### config.mk
export PLATFORM = sky130hd
export DESIGN_NAME = fx2_fifo_dac_reader
export DESIGN_NICKNAME = d
export VERILOG_FILES = /design/src/rtl/fx2_fifo_dac_reader_pkg.sv /design/src/rtl/sample_fifo.sv /design/src/rtl/fx2_fifo_dac_reader.sv
export SDC_FILE = /design/constraint.sdc
export NUM_CORES = 1
export LEC_CHECK = 0
export CAP_MARGIN = 10
export CORE_MARGIN = 5
export CORE_UTILIZATION = 54
export DETAILED_ROUTE_END_ITERATION = 8
export PLACE_DENSITY_LB_ADDON = 0.3
export SLEW_MARGIN = 5
export SYNTH_ARGS = -nofsm -noshare
export SYNTH_HDL_FRONTEND = slang
export SYNTH_SLANG_ARGS = --single-unit
### constraint.sdc
create_clock -name IFCLK -period 3.8 [get_ports IFCLK]
set_input_delay 0.76 -clock IFCLK [delete_from_list [all_inputs] [get_ports IFCLK]]
set_output_delay 0.76 -clock IFCLK [all_outputs]
set_load 0.05 [all_outputs]
### src/rtl/fx2_fifo_dac_reader_pkg.sv
// Shared definitions for the FX2LP slave-FIFO DAC reader: read FSM encoding,
// parameter defaults and the buffer fill margin derived from the flag-latency hold.
package fx2_fifo_dac_reader_pkg;

    typedef enum logic [2:0] {
        ST_IDLE  = 3'd0,
        ST_ADDR  = 3'd1,
        ST_READ  = 3'd2,
        ST_HOLD1 = 3'd3,
        ST_HOLD2 = 3'd4
    } rd_state_t;

    localparam logic [1:0] EP_ADDR_DEF  = 2'b00;
    localparam logic [7:0] MIDSCALE_DEF = 8'h80;
    localparam int         HOLD_CYCLES  = 2;
    // Free slots demanded before starting a read: the word in flight plus flag-latency slack.
    localparam int         FILL_MARGIN  = HOLD_CYCLES + 2;

    function automatic logic [25:0] rate_period(input logic [25:0] div);
        return (div < 26'd2) ? 26'd1 : div;
    endfunction

endpackage

### src/rtl/sample_fifo.sv
// Purpose: DEPTH x 8 sample buffer with push/pop, occupancy count and synchronous flush.
// Latency: pushed word visible on pop_dat the cycle after the push; pop_dat is combinational.
// Backpressure: push while full and pop while empty are ignored; flush wins over both.
module sample_fifo #(
    parameter int DEPTH = 16
) (
    input  logic                     clk,
    input  logic                     rst_n,
    input  logic                     flush,
    input  logic                     push,
    input  logic [7:0]               push_dat,
    input  logic                     pop,
    output logic [7:0]               pop_dat,
    output logic [$clog2(DEPTH):0]   count,
    output logic                     empty,
    output logic                     full
);

    localparam int AW = $clog2(DEPTH);
    localparam int CW = AW + 1;

    logic [7:0]    mem [DEPTH];
    logic [AW-1:0] wr_ptr;
    logic [AW-1:0] rd_ptr;
    logic          do_push;
    logic          do_pop;

    assign empty   = (count == '0);
    assign full    = (count == CW'(DEPTH));
    assign do_push = push && !full && !flush;
    assign do_pop  = pop && !empty && !flush;
    assign pop_dat = mem[rd_ptr];

    always_ff @(posedge clk) begin
        if (do_push) begin
            mem[wr_ptr] <= push_dat;
        end
    end

    always_ff @(posedge clk or negedge rst_n) begin
        if (!rst_n) begin
            wr_ptr <= '0;
            rd_ptr <= '0;
            count  <= '0;
        end else if (flush) begin
            wr_ptr <= '0;
            rd_ptr <= '0;
            count  <= '0;
        end else begin
            if (do_push) wr_ptr <= wr_ptr + AW'(1);
            if (do_pop)  rd_ptr <= rd_ptr + AW'(1);
            count <= count + CW'(do_push) - CW'(do_pop);
        end
    end

endmodule

### src/rtl/fx2_fifo_dac_reader.sv
// Purpose: pull bytes from an FX2LP OUT endpoint via slave-FIFO strobes and pace them to a DAC.
// Latency: one word per 5 IFCLK cycles from the endpoint; DAC_DATA updates the cycle after a rate slot.
// Backpressure: reads stop while EMPTYN is low or the buffer has < FILL_MARGIN free; empty slots count underruns.
module fx2_fifo_dac_reader
    import fx2_fifo_dac_reader_pkg::*;
#(
    parameter int         DEPTH    = 16,
    parameter logic [7:0] MIDSCALE = MIDSCALE_DEF,
    parameter logic [1:0] EP_ADDR  = EP_ADDR_DEF
) (
    input  logic        IFCLK,
    input  logic        RESET_N,
    input  logic        ENABLE,
    input  logic [25:0] RATE_DIV,
    input  logic [7:0]  FD_IN,
    input  logic        EMPTYN,
    output logic        SLRDN,
    output logic        SLOEN,
    output logic [1:0]  FIFOADR,
    output logic        FD_OE,
    output logic [7:0]  DAC_DATA,
    output logic        DAC_STROBE,
    output logic [15:0] UNDERRUN_CNT
);

    localparam int CW = $clog2(DEPTH) + 1;

    rd_state_t     state;
    logic          fd_oe_q;
    logic          en_q;
    logic [25:0]   rate_cnt;
    logic [25:0]   period_q;
    logic [CW-1:0] buf_cnt;
    logic          buf_empty;
    logic          buf_full;
    logic [7:0]    pop_dat;
    logic          room;
    logic          start_rd;
    logic          push;
    logic          slot;
    logic          pop;

    assign FIFOADR  = EP_ADDR;
    assign room     = !buf_full && (buf_cnt <= CW'(DEPTH - FILL_MARGIN));
    assign start_rd = RESET_N && (state == ST_IDLE) && ENABLE && EMPTYN && room;
    // Release the bus one cycle early so FPGA and FX2 never drive FD together.
    assign FD_OE    = fd_oe_q && !start_rd;
    assign push     = (state == ST_READ) && ENABLE;
    assign slot     = ENABLE && (rate_cnt == '0);
    assign pop      = slot && !buf_empty;

    always_ff @(posedge IFCLK or negedge RESET_N) begin
        if (!RESET_N) begin
            state   <= ST_IDLE;
            SLRDN   <= 1'b1;
            SLOEN   <= 1'b1;
            fd_oe_q <= 1'b1;
        end else begin
            case (state)
                ST_IDLE: begin
                    if (start_rd) begin
                        state   <= ST_ADDR;
                        SLOEN   <= 1'b0;
                        fd_oe_q <= 1'b0;
                    end
                end
                ST_ADDR: begin
                    state <= ST_READ;
                    SLRDN <= 1'b0;
                end
                ST_READ: begin
                    state <= ST_HOLD1;
                    SLRDN <= 1'b1;
                end
                ST_HOLD1: state <= ST_HOLD2;
                ST_HOLD2: begin
                    state   <= ST_IDLE;
                    SLOEN   <= 1'b1;
                    fd_oe_q <= 1'b1;
                end
                default: begin
                    state   <= ST_IDLE;
                    SLRDN   <= 1'b1;
                    SLOEN   <= 1'b1;
                    fd_oe_q <= 1'b1;
                end
            endcase
        end
    end

    sample_fifo #(.DEPTH(DEPTH)) u_buf (
        .clk      (IFCLK),
        .rst_n    (RESET_N),
        .flush    (!ENABLE),
        .push     (push),
        .push_dat (FD_IN),
        .pop      (pop),
        .pop_dat  (pop_dat),
        .count    (buf_cnt),
        .empty    (buf_empty),
        .full     (buf_full)
    );

    // Period is latched only at wrap so a RATE_DIV change never truncates a slot.
    always_ff @(posedge IFCLK or negedge RESET_N) begin
        if (!RESET_N) begin
            rate_cnt <= '0;
            period_q <= 26'd1;
        end else if (!ENABLE || (rate_cnt >= period_q - 26'd1)) begin
            rate_cnt <= '0;
            period_q <= rate_period(RATE_DIV);
        end else begin
            rate_cnt <= rate_cnt + 26'd1;
        end
    end

    // The clear on the enable edge overrides that cycle's slot, which always finds a flushed buffer.
    always_ff @(posedge IFCLK or negedge RESET_N) begin
        if (!RESET_N) begin
            en_q         <= 1'b0;
            DAC_DATA     <= MIDSCALE;
            DAC_STROBE   <= 1'b0;
            UNDERRUN_CNT <= '0;
        end else begin
            en_q <= ENABLE;
            if (!ENABLE) begin
                DAC_DATA   <= MIDSCALE;
                DAC_STROBE <= 1'b0;
            end else begin
                DAC_STROBE <= slot;
                if (pop) DAC_DATA <= pop_dat;
            end
            if (ENABLE && !en_q) begin
                UNDERRUN_CNT <= '0;
            end else if (slot && buf_empty && (UNDERRUN_CNT != 16'hFFFF)) begin
                UNDERRUN_CNT <= UNDERRUN_CNT + 16'd1;
            end
        end
    end

endmodule

==> out/qor.tcl, run 1 <==
set qor(tritoncts) {yes}
set qor(gp_congestion) 0.8153
set qor(port-buffer-count) 65
set qor(cts-root-to-sink-buffers) 3
set qor(grt_start_max_net_pins) 65
set qor(setup_violations) 0
set qor(final_common_cell) {edfxtp_1}
set qor(flow.area_growth_from_synthesis_pct) 17.59
set qor(initialDrtViolationCount) 489
set qor(final_antenna_net_count) 0
set qor(n_fill_cell) 1362
set qor(die-height_um) 149.2
set qor(place_area_um2) 11460
set qor(fin_crit_sh_pct) 98.41
set qor(synthesis.instances) 763
set qor(clkLatencyLatePin_ps) 520
set qor(timing.final.ws_setup_ps) 60.58
set qor(wire_per_inst_um) 19.07
set qor(timing.final.max_slew_violations) 0
set qor(pre_cts_ws_ps) -12.70
set qor(power.switching_fraction_pct) 28.67
set qor(drtPass1Iterations) 5
set qor(viasPerCell) 5.731
set qor(cts_root_buffer_type) {clkbuf_16}
set qor(cts_hold_repair.buffers) 0
set qor(post_layout_nonfiller_instances) 1132
set qor(design_area_um2) 12310
set qor(hold_class) {primary input to async pin}
set qor(cts_bufs_inserted) 24
set qor(synthesized_flop_and_latch_total) 224
set qor(most_frequent_cells_in_the_layout) {edfxtp_1 (128), dfrtp_1 (91), nor2_1 (68), clkdlybuf4s50_1 (63), nand2_1 (45)}
set qor(layout.core_utilization_pct) 63.86
set qor(cp-start-kind) {flop}
set qor(mappedNetlistArea_um2) 10470
set qor(setup_slack_on_the_worst_flop_to_flop_path_ps) 60
set qor(design.die.area_um2) 22260
set qor(path_class) {flop to flop}
set qor(cp_data_required_time_ps) 4180
set qor(fin_clk_skew_ps) 20.12
set qor(grt_setup_unrepaired) {true}
set qor(grtUsageTotal_pct) 19.62
set qor(netlist-cell-type-count) 57
set qor(area_share_of_the_leading_cell_type_in_the_synthesized_netlist_pct) 36.73
set qor(synth.largest_area_cell) {edfxtp_1}
set qor(area.sequential_um2) 6252
set qor(cp-end-kind) {flop}
set qor(count_of_final_hold_check_violations) 0
set qor(slew-limit-headroom_pct) 30.76
set qor(cp_max_fo) 25
set qor(synthTopCellsByArea) {edfxtp_1 (37%), dfrtp_1 (22%), mux4_2 (7.3%), ha_1 (5.1%), mux2_2 (3.3%)}
set qor(globalRouteOverflowTotal) 0
set qor(rows) 51
set qor(die_width_um) 149.2
set qor(synth_enable_flop_cells) 128
set qor(antenna_found_initial) 0
set qor(pwrdens_nw_per_um2) 548.5
set qor(post_syn_area_per_cell_um2) 13.72
set qor(power_spent_charging_and_discharging_nets_mw) 1.935
set qor(grt_pass1_wl_um) 34830
set qor(ys_async_sr_fraction_pct) 42.86
set qor(synth_seq_area_share_pct) 59.73
set qor(design.core.area_um2) 19270
set qor(run_status) {complete, no violations}
set qor(initial_core_util_pct) 54.30
set qor(synth_flop_cell) {edfxtp_1}
set qor(period_needed_ps) 3739
set qor(route.final.wire_length_um) 21590
set qor(arrival_ps) 4120
set qor(clock_transition_at_the_registers_of_the_reported_paths_ps) 60
set qor(clock.fmax_mhz) 267.4
set qor(internal_power_mw) 4.814
set qor(drc) 0
set qor(peakVddDrop_mv) 0.3314
set qor(total_number_of_vias) 6488
set qor(drv_cap) 0
set qor(clock_sinks) 224
set qor(antennaDiodeCount) 0
set qor(place_inst) 1084
set qor(final_net_count) 931
set qor(part_of_the_power_in_registers_pct) 42.7
set qor(num_io_pins) 68
set qor(ys.warnings.count) 0
set qor(leakage_nw) 4.641
set qor(post_route_cells_drive_above_1_share_pct) 16.84
set qor(power.combinational.fraction_pct) 23.2
set qor(p_clk_share_pct) 34.1
set qor(worst_pin_slew_ps) 1036
set qor(post-dp-hpwl_um) 14990
set qor(multi_input_area_um2) 4051
set qor(via_count_of_the_first_global_routing_pass) 6721
set qor(htreeDepth) 1
what timing repair did:
| action | in CTS | in global routing |
|---|---|---|
| endpoints found under the setup margin | 23 | 52 |
| pin swaps | 0 | 4 |
| buffers inserted | 0 | 4 |
| resized for setup | 1 | 4 |
registers in the layout, indices dropped and copies added (netlist names):
register and cells:
en_q 1, rate_cnt 26, DAC_STROBE 1, u_buf.mem 128, DAC_DATA 8, UNDERRUN_CNT 16, u_buf.rd_ptr 4, state 3
u_buf.count 5, SLRDN 1, period_q 26, fd_oe_q 1, u_buf.wr_ptr 4
synth_stat cells, drive strengths merged, types with 5 or more instances:
cell and n:
mux2 32, xnor2 32, nor2b 5, buf 12, and4 5, or3 5, nand3 26, nand4 19
nand2 45, o21ai 14, clkbuf 14, inv 19, mux4 34, and3 10, dfrtp 92, and2 26
mux2i 5, ha 43, nor3 15, a21oi 17, xor2 34, nor4 13, edfxtp 128, nor2 69
nand2b 5
power by group through the flow:
stage / combinational [mW] / sequential (mW) / clock [mW]
after detailed placement: 1.57 / 2.93 / 0
after global placement: 1.52 / 2.92 / 0
final: 1.56 / 2.88 / 2.30
after floorplan: 0.923 / 3.08 / 0
after CTS: 1.58 / 2.88 / 2.34
after global routing: 1.69 / 2.91 / 2.45
cell families after synthesis:
kind of cell,after synthesis,synth area share [%]
compound gates,54,3.228
xor+xnor,66,5.524
fa+ha+maj,44,5.332
buf+inv,45,1.841
flops,224,59.73
mux,71,11.24
other cells,1,0.03583
simple gates,258,13.07
final timing paths:
check	startpoint	end	cells past startpoint
hold / removal	RESET_N	period_q[20]	2
min in group IFCLK	state[2]	state[1]	1
hold reg to reg	state[2]	state[1]	1
max in group asynchronous	RESET_N	u_buf.rd_ptr[0]	3
setup / recovery	period_q[5]	period_q[2]	13
setup reg to reg	period_q[5]	period_q[2]	13
area by class of cell:
type,count,area share [%]
Tap cell,265,2.694
Multi-Input combinational cell,495,32.92
Clock inverter,18,1.484
Inverter,19,0.5796
Clock buffer,26,4.942
Timing Repair Buffer,85,6.568
Sequential cell,224,50.81
metrics by stage:
stage / hold WS, ps / total power [mW] / TNS, ps
2_1_floorplan: 441.0 / 4.004 / 0
4_1_cts: 330.8 / 6.801 / 0
3_3_place_gp: 472.5 / 4.438 / 0
3_5_place_dp: 489.0 / 4.497 / -13.57
6_report: 323.6 / 6.749 / 0
5_1_grt: 366.0 / 7.046 / -1336
metal layers:
layer	part of all wire (%)	global-route usage, %	vias up
li1	-	-	3013
met3	5.4	2.704	24
met5	0	0	-
met2	50	33.81	171
met4	1.3	4.027	0
met1	43	26.98	3280
critical path, stage by stage (launching register included):
cell and delay [ps]:
dfrtp_1 380, or4_4 570, nor3_4 130, or3b_4 420, nand2b_4 180, nor2_1 140, xnor2_1 150, ha_1 280
nor2b_1 130, o21ai_0 200, o2111ai_2 150, a311o_2 420, buf_12 180, mux2_2 290
No activity file was read; power rests on OpenSTA's default activity.
==> inputs of run 2 (changes only) <==
--- a/config.mk
+++ b/config.mk
@@ -7,7 +7,7 @@
 export LEC_CHECK = 0
 export CAP_MARGIN = 10
 export CORE_MARGIN = 5
-export CORE_UTILIZATION = 54
+export CORE_UTILIZATION = 55
 export DETAILED_ROUTE_END_ITERATION = 8
 export PLACE_DENSITY_LB_ADDON = 0.3
 export SLEW_MARGIN = 5
==> constraint.sdc (replaced) <==
create_clock -name IFCLK -period 4.7 [get_ports IFCLK]
set_input_delay 0.94 -clock IFCLK [delete_from_list [all_inputs] [get_ports IFCLK]]
set_output_delay 0.94 -clock IFCLK [all_outputs]
set_load 0.05 [all_outputs]
==> run 2 against run 1 <==
Die area fell by 1.7%. Routed wire length barely moved. Sequential share of layout area rose by 0.80 points. Fmax fell by 10%. First-iteration DRC count rose by 0.82%. Clock power fell by 22%. Combinational power fell by 26%. Final cell count fell by 3.8%. Design area fell by 1.5%. Critical endpoint is now rate_cnt[14].
==> out/qor.tcl, run 2 (synthesis gave the netlist of run 1 again) <==
set qor(run_status) {complete, no violations}
set qor(grt_pass1_wl_um) 35170
set qor(clkLatencyLatePin_ps) 520
set qor(final_net_count) 920
set qor(design.die.area_um2) 21890
set qor(cp-end-kind) {flop}
set qor(rows) 50
set qor(gp_congestion) 0.8551
set qor(tritoncts) {yes}
set qor(final_common_cell) {edfxtp_1}
set qor(antennaDiodeCount) 0
set qor(place_area_um2) 11360
set qor(peakVddDrop_mv) 0.3783
set qor(die_width_um) 147.9
set qor(cts-root-to-sink-buffers) 3
set qor(grt_setup_unrepaired) {false}
set qor(antenna_found_initial) 0
set qor(slew-limit-headroom_pct) 30.20
set qor(flow.area_growth_from_synthesis_pct) 15.77
set qor(n_fill_cell) 1335
set qor(initial_core_util_pct) 55.95
set qor(fin_crit_sh_pct) 88.72
set qor(drc) 0
set qor(final_antenna_net_count) 0
set qor(globalRouteOverflowTotal) 0
set qor(regMostFlops) {u_buf.mem}
set qor(period_needed_ps) 4170
set qor(initialDrtViolationCount) 493
set qor(number_of_flip_flops_in_the_largest_register) 128
set qor(hold_class) {flop to flop}
set qor(num_io_pins) 68
set qor(post_route_cells_drive_above_1_share_pct) 14.97
set qor(drtPass1Iterations) 5
set qor(design.core.area_um2) 18710
set qor(setup_violations) 0
set qor(cts_hold_repair.buffers) 0
set qor(pwrdens_nw_per_um2) 443.0
set qor(fin_clk_skew_ps) 17.31
set qor(post-dp-hpwl_um) 14870
set qor(design_area_um2) 12120
set qor(biggest_regs) {u_buf.mem x128, period_q x26, rate_cnt x26}
set qor(grtUsageTotal_pct) 20.17
set qor(leakage_nw) 4.577
set qor(clock_transition_at_the_registers_of_the_reported_paths_ps) 60
set qor(cts_bufs_inserted) 24
set qor(worst_pin_slew_ps) 1045
set qor(path_class) {flop to flop}
set qor(grt_start_max_net_pins) 63
set qor(cp_data_required_time_ps) 5140
set qor(htreeDepth) 1
set qor(arrival_ps) 4610
set qor(cp-start-kind) {flop}
set qor(post_cts.resized_instances) 0
set qor(cts_setup_buffers) 0
set qor(wire_per_inst_um) 19.83
set qor(most_frequent_cells_in_the_layout) {edfxtp_1 (128), dfrtp_1 (91), nor2_1 (69), clkdlybuf4s50_1 (63), nand2_1 (45)}
set qor(count_of_final_hold_check_violations) 0
set qor(totalNegativeSetupSlack_ps) 0
set qor(clock_sinks) 224
set qor(die-height_um) 147.9
set qor(route.final.wire_length_um) 21590
set qor(total_number_of_vias) 6381
set qor(viasPerCell) 5.860
set qor(clock.fmax_mhz) 239.8
set qor(drv_cap) 0
set qor(cts_root_buffer_type) {clkbuf_16}
set qor(timing.final.max_slew_violations) 0
set qor(via_count_of_the_first_global_routing_pass) 6726
set qor(cp_max_fo) 27
set qor(port-buffer-count) 65
run 2: through the flow:
stage / utilization (%) / setup WS [ps] / hold slack (ps) / instances / power [mW]
2_1_floorplan: - / 894.8 / 441.0 / 764 / 3.237
3_3_place_gp: 60.71 / 768.0 / 468.9 / 1046 / 3.559
3_5_place_dp: 60.71 / 585.3 / 475.9 / 1046 / 3.616
4_1_cts: 64.77 / 555.3 / 484.2 / 1089 / 5.419
5_1_grt: 64.77 / 309.6 / 517.8 / 1089 / 5.623
6_report: 64.77 / 530.4 / 489.0 / 1089 / 5.368
run 2: layer usage:
metal	GRT usage, %	part of all wire (%)	up-vias
li1	-	-	2975
met1	26.20	42	3209
met2	35.33	51	159
met3	3.495	4.7	38
met4	5.497	2.6	0
met5	0	0	-
run 2: area by class of cell:
class / instances / area [µm²] / area share, %
repair buffers: 74 / 713.2 / 5.887
well taps: 234 / 292.8 / 2.417
inverters: 19 / 71.32 / 0.5887
multi-input cells: 495 / 4026 / 33.23
flip-flops and latches: 224 / 6252 / 51.61
clock inverters: 10 / 85.08 / 0.7023
clock buffers: 33 / 674.4 / 5.566
run 2: final timing paths:
kind / startpoint / endpoint / slack [ps] / cells after the start
setup reg to reg: period_q[5] / rate_cnt[14] / 530 / 13
max in group asynchronous: RESET_N / u_buf.rd_ptr[0] / 3000 / 3
hold / removal: DAC_DATA[7] / DAC_DATA[7] / 490 / 2
setup / recovery: period_q[5] / rate_cnt[14] / 530 / 13
min in group asynchronous: RESET_N / period_q[19] / 520 / 2
hold reg to reg: DAC_DATA[7] / DAC_DATA[7] / 490 / 2
run 2: critical path: stages, from the launching register on:
cell and delay, ps:
dfrtp_1 430, or4_4 580, nor3_4 190, or3b_1 440, nor2_1 150, xnor2_1 140
ha_1 260, and3_1 200, a211oi_1 230, a211oi_1 110, o31a_1 240, a311o_2 620
buf_4 340, nor2_1 150
run 2: power breakdown:
part / switching (mW) / internal (mW) / leakage [nW] / total [mW]
clock network: 0.741 / 1.06 / 0.372 / 1.80
registers: 0.184 / 2.22 / 2.40 / 2.41
logic: 0.609 / 0.555 / 1.81 / 1.16
total: 1.53 / 3.83 / 4.58 / 5.37
==> inputs of run 3 (changes only) <==
--- a/config.mk
+++ b/config.mk
@@ -8,8 +8,9 @@
 export CAP_MARGIN = 10
 export CORE_MARGIN = 5
 export CORE_UTILIZATION = 55
+export CTS_CLUSTER_DIAMETER = 150
 export DETAILED_ROUTE_END_ITERATION = 8
-export PLACE_DENSITY_LB_ADDON = 0.3
+export PLACE_DENSITY = 0.75
 export SLEW_MARGIN = 5
 export SYNTH_ARGS = -nofsm -noshare
 export SYNTH_HDL_FRONTEND = slang
==> run 3 against run 2 <==
Non-clock buffer count unchanged. Critical path depth unchanged. First-iteration DRC count up 2.8%. Routed wire length up 2.4%. Clock skew down 6.8 ps. Global-route usage up 0.67 points. Design area up 0.86%. Final cell count about the same. Sequential share of layout area down 0.44 points. Worst hold slack worse by 5.4 ps. Critical path type unchanged. Critical endpoint is now rate_cnt[3]. Largest cell class unchanged.
==> out/qor.tcl, run 3 (synthesis gave the netlist of run 1 again) <==
set qor(run_status) {complete, no violations}
set qor(drv_cap) 0
set qor(die_width_um) 147.9
set qor(hold_path.startpoint) {state[2]}
set qor(period_needed_ps) 4182
set qor(design.die.area_um2) 21890
set qor(htreeDepth) 1
set qor(antenna_found_initial) 0
set qor(cts_hold_repair.buffers) 0
set qor(post-dp-hpwl_um) 14790
set qor(worst_pin_slew_ps) 1178
set qor(grt_pass1_wl_um) 36350
set qor(cts_bufs_inserted) 24
set qor(drc) 0
set qor(post_route_cells_drive_above_1_share_pct) 15.65
set qor(timing.final.ws_setup_ps) 517.7
set qor(peakVddDrop_mv) 0.3649
set qor(clock_transition_at_the_registers_of_the_reported_paths_ps) 60
set qor(pwrdens_nw_per_um2) 458.4
set qor(pre_cts_ws_ps) 532.0
set qor(leakage_nw) 4.628
set qor(count_of_final_hold_check_violations) 0
set qor(reg2reg_to) {rate_cnt[3]}
set qor(rr_worst_depth) 13
set qor(multi_input_area_um2) 4026
set qor(final_antenna_net_count) 0
set qor(flow.area_growth_from_synthesis_pct) 16.76
set qor(num_io_pins) 68
set qor(die-height_um) 147.9
set qor(grtUsageTotal_pct) 20.84
set qor(rows) 50
set qor(totalNegativeSetupSlack_ps) 0
set qor(critical-path-slowest-cell) {a311o_2}
set qor(cp-start-kind) {flop}
set qor(most_frequent_cells_in_the_layout) {edfxtp_1 (128), dfrtp_1 (91), nor2_1 (69), clkdlybuf4s50_1 (63), nand2_1 (45)}
set qor(final_common_cell) {edfxtp_1}
set qor(area.sequential_um2) 6252
set qor(hold_class) {flop to flop}
set qor(cp_data_required_time_ps) 5130
set qor(path_class) {flop to flop}
set qor(via_count_of_the_first_global_routing_pass) 6830
set qor(final_net_count) 920
set qor(min_to) {state[1]}
set qor(n_fill_cell) 1296
set qor(slowest_stage_delay_cp_ps) 610
set qor(clkLatencyLatePin_ps) 510
set qor(design.core.area_um2) 18710
set qor(post_cts.resized_instances) 0
set qor(grt_setup_unrepaired) {false}
set qor(cts-root-to-sink-buffers) 3
set qor(cp-end-kind) {flop}
set qor(fin_clk_skew_ps) 10.55
set qor(clock_sinks) 224
set qor(cts_setup_buffers) 0
set qor(clock.fmax_mhz) 239.1
set qor(grt_start_max_net_pins) 59
set qor(port-buffer-count) 65
set qor(viasPerCell) 5.906
set qor(fin_crit_sh_pct) 88.99
set qor(cts_root_buffer_type) {clkbuf_16}
set qor(wire_per_inst_um) 20.28
set qor(timing.final.max_slew_violations) 0
set qor(initialDrtViolationCount) 507
set qor(timing.hold.worst_path_depth) 1
set qor(cp_max_fo) 27
set qor(tritoncts) {yes}
set qor(total_number_of_vias) 6437
set qor(setup_violations) 0
set qor(gp_congestion) 0.7860
set qor(route.final.wire_length_um) 22110
set qor(biggest_regs) {u_buf.mem x128, period_q x26, rate_cnt x26}
set qor(arrival_ps) 4620
set qor(setup_slack_on_the_worst_flop_to_flop_path_ps) 520
set qor(drtPass1Iterations) 5
set qor(critical_path.reg2reg.startpoint) {period_q[5]}
set qor(initial_core_util_pct) 55.95
set qor(number_of_flip_flops_in_the_largest_register) 128
set qor(timing.critical_path.cells) {or4_4 -> nor3_4 -> or3b_1 -> nor2_1 -> xnor2_1 -> ha_1 -> and3_1 -> a211oi_1 -> a211oi_1 -> o31a_1 -> a311o_2 -> buf_4 -> nor2_1}
set qor(globalRouteOverflowTotal) 0
set qor(slew-limit-headroom_pct) 21.50
set qor(regMostFlops) {u_buf.mem}
set qor(antennaDiodeCount) 0
[run 3: report_power, final]
| group | internal (mW) | switching [mW] | leakage (nW) |
|---|---|---|---|
| sequential | 2.22 | 0.196 | 2.40 |
| combinational | 0.559 | 0.605 | 1.81 |
| clock | 1.26 | 0.762 | 0.423 |
| total | 4.04 | 1.56 | 4.63 |
[run 3: metrics by stage]
stage	util (%)	cell area, µm²	power (mW)	instances	hold slack (ps)
after floorplan	-	10470	3.237	764	441.0
after CTS	65.32	12220	5.655	1090	487.1
after global placement	60.71	11360	3.565	1046	464.0
after detailed placement	60.71	11360	3.615	1046	479.1
after global routing	65.32	12220	5.848	1090	498.0
final	65.32	12220	5.602	1090	483.6
[run 3: worst max-delay path by stage]
| stage | start | end | slack (ps) | cells past startpoint |
|---|---|---|---|---|
| 6_report | period_q[5] | rate_cnt[3] | 520 | 13 |
| 4_1_cts | period_q[5] | rate_cnt[3] | 510 | 13 |
| 3_5_place_dp | period_q[5] | rate_cnt[3] | 530 | 13 |
| 2_1_floorplan | period_q[5] | period_q[24] | 890 | 14 |
| 5_1_grt | period_q[5] | rate_cnt[20] | 340 | 13 |
| 3_3_place_gp | period_q[5] | rate_cnt[20] | 740 | 13 |
[run 3: routing by layer]
metal | wire length, µm | track usage [%] | vias up
met1 | 9339 | 27.62 | 3241
met4 | 635 | 6.467 | 0
met2 | 11050 | 35.67 | 167
met3 | 1088 | 3.372 | 41
li1 | - | - | 2988
met5 | 0 | 0 | -
[run 3: critical path, delay by kind of cell (launching register included)]
kind	cells	cell delay, ps
AOI/OAI and AO/OA	4	1200
xor gates and xnor gates	1	140
adders and majority gates	1	270
buffers and inverters	1	330
DFF	1	430
and+or+nand+nor	6	1720
[run 3: final cells by class]
type | count | share of cell area [%]
clock inverters | 12 | 1.403
multi-input cells | 495 | 32.95
well taps | 234 | 2.396
clock buffers | 32 | 5.663
inverters | 19 | 0.5837
flip-flops and latches | 224 | 51.17
repair buffers | 74 | 5.837
